File: src/rtl/ln_pkg.sv
// Shared constants and Q5.10 vector types for the LayerNorm output path.
// Elements are signed fixed point with FRAC_BITS fractional bits.
package ln_pkg;
  localparam int DATA_W    = 16;
  localparam int NUM_ELEM  = 16;
  localparam int FRAC_BITS = 10;

  typedef logic signed [DATA_W-1:0] q5_10_t;
  typedef q5_10_t [NUM_ELEM-1:0]    ln_vec_t;

  typedef enum logic {
    LN_EMPTY  = 1'b0,
    LN_STREAM = 1'b1
  } ln_state_t;
endpackage

File: src/rtl/ln_vec_fifo.sv
// Whole-vector FIFO: a push writes all elements of a slot in one edge.
// Element reads are combinational from the head slot; a full FIFO accepts a push only alongside a pop.
module ln_vec_fifo #(
  parameter int  DEPTH    = 4,
  parameter int  DATA_W   = ln_pkg::DATA_W,
  parameter int  NUM_ELEM = ln_pkg::NUM_ELEM,
  localparam int PW       = $clog2(DEPTH),
  localparam int IW       = $clog2(NUM_ELEM)
) (
  input  logic                             clk,
  input  logic                             rst_n,
  input  logic                             i_push_req,
  input  logic [NUM_ELEM-1:0][DATA_W-1:0]  i_wr_vec,
  input  logic                             i_pop,
  input  logic [IW-1:0]                    i_rd_idx,
  output logic [DATA_W-1:0]                o_rd_elem,
  output logic [PW:0]                      o_count,
  output logic                             o_full,
  output logic                             o_push_acc,
  output logic                             o_drop
);

  logic [NUM_ELEM-1:0][DATA_W-1:0] r_mem [DEPTH];
  logic [PW-1:0]                   r_wr_ptr;
  logic [PW-1:0]                   r_rd_ptr;
  logic [PW:0]                     r_count;
  logic                            w_full;

  assign w_full     = (r_count == (PW+1)'(DEPTH));
  assign o_push_acc = i_push_req && (!w_full || i_pop);
  assign o_drop     = i_push_req && w_full && !i_pop;
  assign o_full     = w_full;
  assign o_count    = r_count;
  assign o_rd_elem  = r_mem[r_rd_ptr][i_rd_idx];

  // At full wr_ptr==rd_ptr, so this write lands in the slot whose last element
  // is being read combinationally in the same cycle; the NBA keeps that read intact.
  always_ff @(posedge clk) begin
    if (o_push_acc) r_mem[r_wr_ptr] <= i_wr_vec;
  end

  always_ff @(posedge clk or negedge rst_n) begin
    if (!rst_n) begin
      r_wr_ptr <= '0;
      r_rd_ptr <= '0;
      r_count  <= '0;
    end else begin
      if (o_push_acc) r_wr_ptr <= r_wr_ptr + 1'b1;
      if (i_pop)      r_rd_ptr <= r_rd_ptr + 1'b1;
      case ({o_push_acc, i_pop})
        2'b10:   r_count <= r_count + 1'b1;
        2'b01:   r_count <= r_count - 1'b1;
        default: r_count <= r_count;
      endcase
    end
  end

endmodule

File: src/rtl/layernorm_output_serializer.sv
// Buffers LayerNorm output vectors and replays them one element per accepted valid/ready transfer.
// First element is valid the cycle after a push into an empty FIFO; upstream cannot stall, so pushes at full without a pop are dropped and flagged.
module layernorm_output_serializer #(
  parameter int  DEPTH    = 4,
  parameter int  DATA_W   = ln_pkg::DATA_W,
  parameter int  NUM_ELEM = ln_pkg::NUM_ELEM,
  localparam int CW       = $clog2(DEPTH) + 1,
  localparam int IW       = $clog2(NUM_ELEM)
) (
  input  logic                     clk,
  input  logic                     rst_n,
  input  logic                     vec_valid_in,
  input  logic signed [DATA_W-1:0] vec_in_0,
  input  logic signed [DATA_W-1:0] vec_in_1,
  input  logic signed [DATA_W-1:0] vec_in_2,
  input  logic signed [DATA_W-1:0] vec_in_3,
  input  logic signed [DATA_W-1:0] vec_in_4,
  input  logic signed [DATA_W-1:0] vec_in_5,
  input  logic signed [DATA_W-1:0] vec_in_6,
  input  logic signed [DATA_W-1:0] vec_in_7,
  input  logic signed [DATA_W-1:0] vec_in_8,
  input  logic signed [DATA_W-1:0] vec_in_9,
  input  logic signed [DATA_W-1:0] vec_in_10,
  input  logic signed [DATA_W-1:0] vec_in_11,
  input  logic signed [DATA_W-1:0] vec_in_12,
  input  logic signed [DATA_W-1:0] vec_in_13,
  input  logic signed [DATA_W-1:0] vec_in_14,
  input  logic signed [DATA_W-1:0] vec_in_15,
  output logic                     elem_valid,
  input  logic                     elem_ready,
  output logic signed [DATA_W-1:0] elem_data,
  output logic [IW-1:0]            elem_idx,
  output logic                     elem_last,
  output logic [CW-1:0]            fifo_count,
  output logic                     full,
  output logic                     overflow,
  input  logic                     clear_overflow
);

  import ln_pkg::*;

  localparam logic [IW-1:0] LAST_IDX = IW'(NUM_ELEM - 1);

  ln_state_t                       r_state;
  logic [IW-1:0]                   r_idx;
  logic                            r_ovf;
  logic [NUM_ELEM-1:0][DATA_W-1:0] w_vec;
  logic [DATA_W-1:0]               w_rd_elem;
  logic [CW-1:0]                   w_count;
  logic                            w_full;
  logic                            w_push_acc;
  logic                            w_drop;
  logic                            w_xfer;
  logic                            w_pop;

  assign w_vec = {vec_in_15, vec_in_14, vec_in_13, vec_in_12,
                  vec_in_11, vec_in_10, vec_in_9,  vec_in_8,
                  vec_in_7,  vec_in_6,  vec_in_5,  vec_in_4,
                  vec_in_3,  vec_in_2,  vec_in_1,  vec_in_0};

  assign w_xfer = (r_state == LN_STREAM) && elem_ready;
  assign w_pop  = w_xfer && (r_idx == LAST_IDX);

  ln_vec_fifo #(
    .DEPTH    (DEPTH),
    .DATA_W   (DATA_W),
    .NUM_ELEM (NUM_ELEM)
  ) u_fifo (
    .clk        (clk),
    .rst_n      (rst_n),
    .i_push_req (vec_valid_in),
    .i_wr_vec   (w_vec),
    .i_pop      (w_pop),
    .i_rd_idx   (r_idx),
    .o_rd_elem  (w_rd_elem),
    .o_count    (w_count),
    .o_full     (w_full),
    .o_push_acc (w_push_acc),
    .o_drop     (w_drop)
  );

  // STREAM tracks count!=0 as a register so elem_valid has no path from vec_valid_in.
  always_ff @(posedge clk or negedge rst_n) begin
    if (!rst_n) begin
      r_state <= LN_EMPTY;
      r_idx   <= '0;
      r_ovf   <= 1'b0;
    end else begin
      if (w_drop)              r_ovf <= 1'b1;
      else if (clear_overflow) r_ovf <= 1'b0;

      if (w_xfer) r_idx <= w_pop ? '0 : r_idx + 1'b1;

      case (r_state)
        LN_EMPTY:  if (w_push_acc) r_state <= LN_STREAM;
        LN_STREAM: if (w_pop && !w_push_acc && (w_count == CW'(1))) r_state <= LN_EMPTY;
        default:   r_state <= LN_EMPTY;
      endcase
    end
  end

  assign elem_valid = (r_state == LN_STREAM);
  assign elem_data  = elem_valid ? w_rd_elem : '0;
  assign elem_idx   = r_idx;
  assign elem_last  = elem_valid && (r_idx == LAST_IDX);
  assign fifo_count = w_count;
  assign full       = w_full;
  assign overflow   = r_ovf;

endmodule

File: config.mk
export PLATFORM = sky130hd
export DESIGN_NAME = layernorm_output_serializer
export DESIGN_NICKNAME = d
export VERILOG_FILES = /design/src/rtl/ln_pkg.sv /design/src/rtl/ln_vec_fifo.sv /design/src/rtl/layernorm_output_serializer.sv
export SDC_FILE = /design/constraint.sdc
export NUM_CORES = 1
export LEC_CHECK = 0
export CAP_MARGIN = 10
export CORE_MARGIN = 8
export CORE_UTILIZATION = 40
export DETAILED_ROUTE_END_ITERATION = 7
export SYNTH_ARGS = -nofsm -noshare
export SYNTH_HDL_FRONTEND = slang
export SYNTH_SLANG_ARGS = --single-unit
File: constraint.sdc
create_clock -name clk -period 10.5 [get_ports clk]
set_input_delay 2.1 -clock clk [delete_from_list [all_inputs] [get_ports clk]]
set_output_delay 2.1 -clock clk [all_outputs]
set_load 0.03 [all_outputs]
==> run_results.csv <==
group,metric,value,unit
status,status,"completed",
clocking,tritoncts,"done",
drt,drtIter0Drc,1657,
placed_design,port_buffers,287,
die,fp.coreArea,99400,sq um
worst_setup_path,crit_path_end_kind,"output pin",
timing,skew,39.4,ps
timing,setup_slack,3210,ps
synth,synth_area_leaders,"edfxtp_1 77%, mux4_2 10%, mux2i_1 4.0%",
synth,netlist.area_leader.share,77.1,%
final_layout,layout-drive-gt1-share,17.5,%
worst_setup_path,cpPeakStageDelay,870,ps
timing,fmax,0.137,GHz
drt,wl_met3,6900,um
drt,routed_wl,104000,um
placed_design,gp_congestion,0.738,
worst_setup_path,critical_path.top_delay_family,"buffers and inverters",
placed_design,dpl.hpwl,66000,um
drt,wire_per_inst,29.5,um
synth,synth.distinct_cells,47,
die,die_h,332,um
drt,dr.max_layer_used,"met5",
drt,via_per_inst,5.54,
timing,final_hold_viol_count,0,
global_routing,grt-ovfl-total,0,
placed_design,preCtsSetupSlack,3870,ps
global_routing,grtUsageTotal,18.4,%
synth,synth_cells,1788,
die,rows,116,
clocking,postCtsSetupBuffers,0,
clocking,cts.hold.buffers_added,0,
die,die_w,332,um
synth,yosysSeqAreaShare,77.9,%
clocking,ctsLongestPathBuffers,3,
global_routing,grt_pass1_wl,148000,um
clocking,cts_inserted_buffers,107,
clocking,cts-htree-levels,3,
clocking,root_buffer,"clkbuf_16",
final_layout,fin_nets,2385,
drt,met1Wirelength,41900,um
drt,drc_errors,0,
synth,synth-seq-cells,1037,
timing,rsz0062_at_grt,"no",
synth,synth_nets,2060,
drt,wl_met2,52600,um
synth,yosysWarnings,0,
final_layout,final_cell_mix,"1024 x edfxtp_1, 287 x clkdlybuf4s50_1, 178 x mux4_2",
worst_hold_path,min_path_type,"register to register",
die,initial_utilization,40.1,%
timing,fin_crit,7290,ps
power_and_ir_drop,max-vdd-ir-drop,301,uV
timing,fin_tns_setup,0,ps
synth,async_flop_share,1.25,%
timing,slew_viol_final,0,
clocking,path_clk_slew,60,ps
timing,finalCritPeriodShare,69.5,%
global_routing,grt_start_max_net_pins,148,
global_routing,antenna_found_initial,30,
final_layout,nFillCells,8052,
clocking,clk_latency,680,ps
drt,via_count,19400,
worst_setup_path,crit_type,"register to output pin",
timing,slew_headroom,22.5,%
worst_setup_path,cp.arrival,5190,ps
drt,ant_nets,0,
worst_setup_path,required,8400,ps
worst_setup_path,worstPathCellList,"buf_4, nand3b_1, buf_4, o221ai_1, a211oi_1, a21oi_1, a32o_1, clkdlybuf4s50_1",
worst_setup_path,start_kind,"register",
final_layout,final_common_cell,"edfxtp_1",
drt,firstDrtPassIters,5,
worst_setup_path,path_buf_inv,3,
worst_setup_path,crit_slowest_cell,"a211oi_1",
synth,yosysTopAreaCell,"edfxtp_1",
clocking,cts.repair.resized,0,
worst_setup_path,path_common_cell,"buf_4",
timing,setup-violations-final,0,
global_routing,grt_pass1_vias,20100,
timing,worstMarginPinSlew,1160,ps
synth,ys.flop_type,"edfxtp_1",
final_layout,area_delta_synth_final,19.1,%
die,ios,288,
power_and_ir_drop,leakagePower,0.0150,uW
synth,synth-edff-count,1024,
worst_setup_path,worstPathMaxFanout,41,
synth,synth.avg_cell_area,22.3,sq um
power_and_ir_drop,pwr_density_cell,288,nW/um^2
flow_run,cap_viol_max_count,0,
synth,syn_area,39900,sq um
clocking,clkSinkCount,1037,
die,die-area,110000,sq um
[synth_stat cells, drive strengths merged (3+ instances only)]
master,instances
dfrtp,13
nor2,4
a32o,15
and2,5
o21ai,34
nand3,5
nand2,8
a22o,16
edfxtp,1024
o22ai,7
a211oi,23
dlygate4sd3,3
clkbuf,30
ha,11
a22oi,17
buf,70
xnor2,4
a21oi,57
o221ai,56
nand3b,3
inv,7
nor2b,5
mux2i,160
mux4,192
[cells by family after synthesis]
family                     synth area share (%)
muxes                                      15.0
adders and majority gates                 0.345
buffers and inverters                      2.00
xor gates and xnor gates                  0.132
and+or+nand+nor                           0.477
AOI/OAI and AO/OA                          4.10
DFF                                        77.9
[tightest hold or removal path, stage by stage (launching register included)]
cell     delay, ps
dfrtp_1        380
inv_1           50
o21ai_0         60
[metal layers]
layer  vias to the layer above  global-route usage, %
met4                        12                   4.16
li1                       8311                      -
met3                       156                   3.87
met2                       676                   31.7
met1                     10300                   24.0
met5                         -                      0
[flip-flops by register name, summed over array words and instances, names as in the netlist]
register and flops:
u_fifo.r_mem 1024, u_fifo.o_count 3, elem_valid 1, elem_idx 4
u_fifo.r_wr_ptr 2, u_fifo.r_rd_ptr 2, overflow 1
[through the flow]
step	hold slack (ps)	utilization, %	total power (uW)	cells	area, sq um
2_1_floorplan	498	-	8650	1788	39900
3_3_place_gp	509	44.3	10100	3302	44000
3_5_place_dp	523	44.3	10100	3302	44000
4_1_cts	532	47.8	13800	3498	47500
5_1_grt	558	47.8	14200	3500	47500
6_report	526	47.8	13700	3509	47500
[where the power goes]
group / switching (uW) / internal, uW / leakage, uW / total (uW)
clock: 1550 / 2170 / 0.00169 / 3710
combinational: 2610 / 1600 / 0.00375 / 4200
sequential: 281 / 5460 / 0.00953 / 5740
[area by class of cell]
cell class	instances	area [sq um]	area share, %
Antenna cell	11	27.5	0.0579
Clock buffer	124	2780	5.86
Clock inverter	72	683	1.44
Inverter	8	30.0	0.0632
Multi-Input combinational cell	638	8050	16.9
Sequential cell	1037	31100	65.4
Tap cell	1298	1620	3.42
Timing Repair Buffer	321	3220	6.77
[worst paths after layout]
check | start | end | slack (ps) | cells past startpoint
min reg2reg | overflow | overflow | 530 | 2
max reg2reg | elem_idx[3] | u_fifo.r_mem[3][60] | 5650 | 7
min | overflow | overflow | 530 | 2
min in group asynchronous | rst_n | u_fifo.o_count[1] | 1830 | 1
max in group asynchronous | rst_n | u_fifo.r_rd_ptr[0] | 8150 | 1
max | u_fifo.r_rd_ptr[1] | elem_data[4] | 3210 | 8
Note: power is estimated with default switching activity, not from simulation.
==> patch (config.mk and constraints unchanged) <==
Set the package constant `DATA_W` to 12 (it was 16).
--- a/src/rtl/ln_pkg.sv
+++ b/src/rtl/ln_pkg.sv
@@ -1,7 +1,7 @@
 // Shared constants and Q5.10 vector types for the LayerNorm output path.
 // Elements are signed fixed point with FRAC_BITS fractional bits.
 package ln_pkg;
-  localparam int DATA_W    = 16;
+  localparam int DATA_W    = 12;
   localparam int NUM_ELEM  = 16;
   localparam int FRAC_BITS = 10;
 
Ports: changed (17 resized); port bits go from 288 to 220. The function was not compared with the original's and may differ.
==> patch against the original RTL <==
Clock skew fell by 0.012 ns; power down 23%; sequential share of layout area fell by 0.50 points; area after synthesis decreased by 25%; synthesized cell count shrank 24%; fmax up 2.7%; wire length down 28%; register-to-register slack worse by 0.13 ns; design area down 24%; worst setup slack gained 0.19 ns; sequential cell count decreased by 256; die area is 24% lower; largest cell class unchanged; largest power group unchanged.
==> patch: results (changes against the original RTL) <==
metric,value,unit,change
Metal-1 WL,32100,um,-23%
gp weighted congestion,0.798,,+8.2%
"Reg clk slew, reported paths",0.06,ns,about the same
initial antenna violation count,25,,-17%
Worst-Margin Slew,1.14,ns,-0.0141 ns
nets,1820,,-24%
Port Buf Inserts,219,,-24%
"Seq/Total Area, Yosys",77.9,%,about the same
Logic pwr share,29.6,%,-1.2 points
first-pass GRT wire length,107000,um,-28%
crit path DAT,5.00,ns,-0.19 ns
Crit Reg-Reg Startpoint,elem_idx[1]$_DFFE_PN0P_,,
Num CTS Buffers,85,,-21%
CP max stage cell,dfrtp_4,,
Worst R2R Setup Slack,5.52,ns,-0.13 ns
Synth area leaders,"edfxtp_1 77%, mux4_2 11%, mux2i_1 4.0%",,
sw power,3360,uW,-24%
initial detailed-routing violation count,1442,,-13%
CP startpoint,u_fifo.r_rd_ptr[0]$_DFFE_PN0P_,,
Post-CTS Setup Inserts,0,,unchanged
number of fill cells,6036,,-25%
hold depth,1,,-1
Leak,0.0114,uW,-24%
max FFs per register,768,,-25%
Post-Syn Nets,1571,,-24%
delay of the slowest critical-path stage,0.85,ns,-0.02 ns
Total GRT Usage,17.3,%,-1.1 points
Hold EP,u_fifo.o_count[2]$_DFFE_PN0P_,,
Post-DP HPWL,46800,um,-29%
most frequent cells after synthesis,"768 x edfxtp_1, 144 x mux4_2, 120 x mux2i_1, 33 x o221ai_1, 29 x buf_2",,
HP Start,u_fifo.o_count[2]$_DFFE_PN0P_,,
Clock power frac,28.5,%,+1.3 points
CP top delay family,buffers and inverters,,
worst hold path class,register to register,,
"EDFF count, synth",768,,-25%
worst skew pair latency,0.63,ns,-0.05 ns
Routed met3 length,6000,um,-13%
worst vdd rail ir drop,0.169,mV,-44%
final hold slack,0.531,ns,+0.00423 ns
via count,14600,,-25%
skew final,0.0275,ns,-0.0119 ns
largest net degree at the start of global routing,122,,-18%
critical-path maximum fanout,43,,+4.9%
Netlist cell types,48,,+2.1%
crit path to,elem_data[7],,
Routed WL,74800,um,-28%
"FFs w/ async S/R, synth",1.66,%,+0.41 points
router iterations before antenna repair,5,,unchanged
highest metal used,met5,,
met2 routed WL,35500,um,-32%
outcome,"finished, final reports clean",,
share of layout cells above drive strength 1,17.9,%,+0.39 points
Worst R2R End,u_fifo.r_mem[3][177]$_DFFE_PP_,,
## patch: area by class of cell
class	count	share of cell area, %
flip-flops and latches	781	64.9
multi-input cells	495	17.1
repair buffers	241	6.68
clock buffers	103	6.15
well taps	969	3.36
clock inverters	49	1.66
inverters	8	0.0833
diodes	9	0.0625
## patch: cell families after synthesis
| group | share of synthesized area, % |
|---|---|
| compound gates | 4.21 |
| mux | 14.9 |
| flops | 77.9 |
| xor+xnor | 0.175 |
| simple gates | 0.650 |
| fa+ha+maj | 0.458 |
| buf+inv | 1.72 |
## patch: through the flow
stage                     power (uW)  setup slack, ns  instances  instance area (um^2)
after CTS                      10600             3.23       2646                 36000
after global placement          7580             3.95       2494                 33200
final                          10500             3.40       2655                 36000
after global routing           10900             3.14       2646                 36000
after detailed placement        7620             3.92       2494                 33200
after floorplan                 6480             2.87       1363                 30000
## patch: metal layers
metal,vias to the layer above,GRT usage [%]
met5,-,0
met4,20,4.18
met3,77,4.95
met2,497,27.2
met1,7709,23.9
li1,6303,-
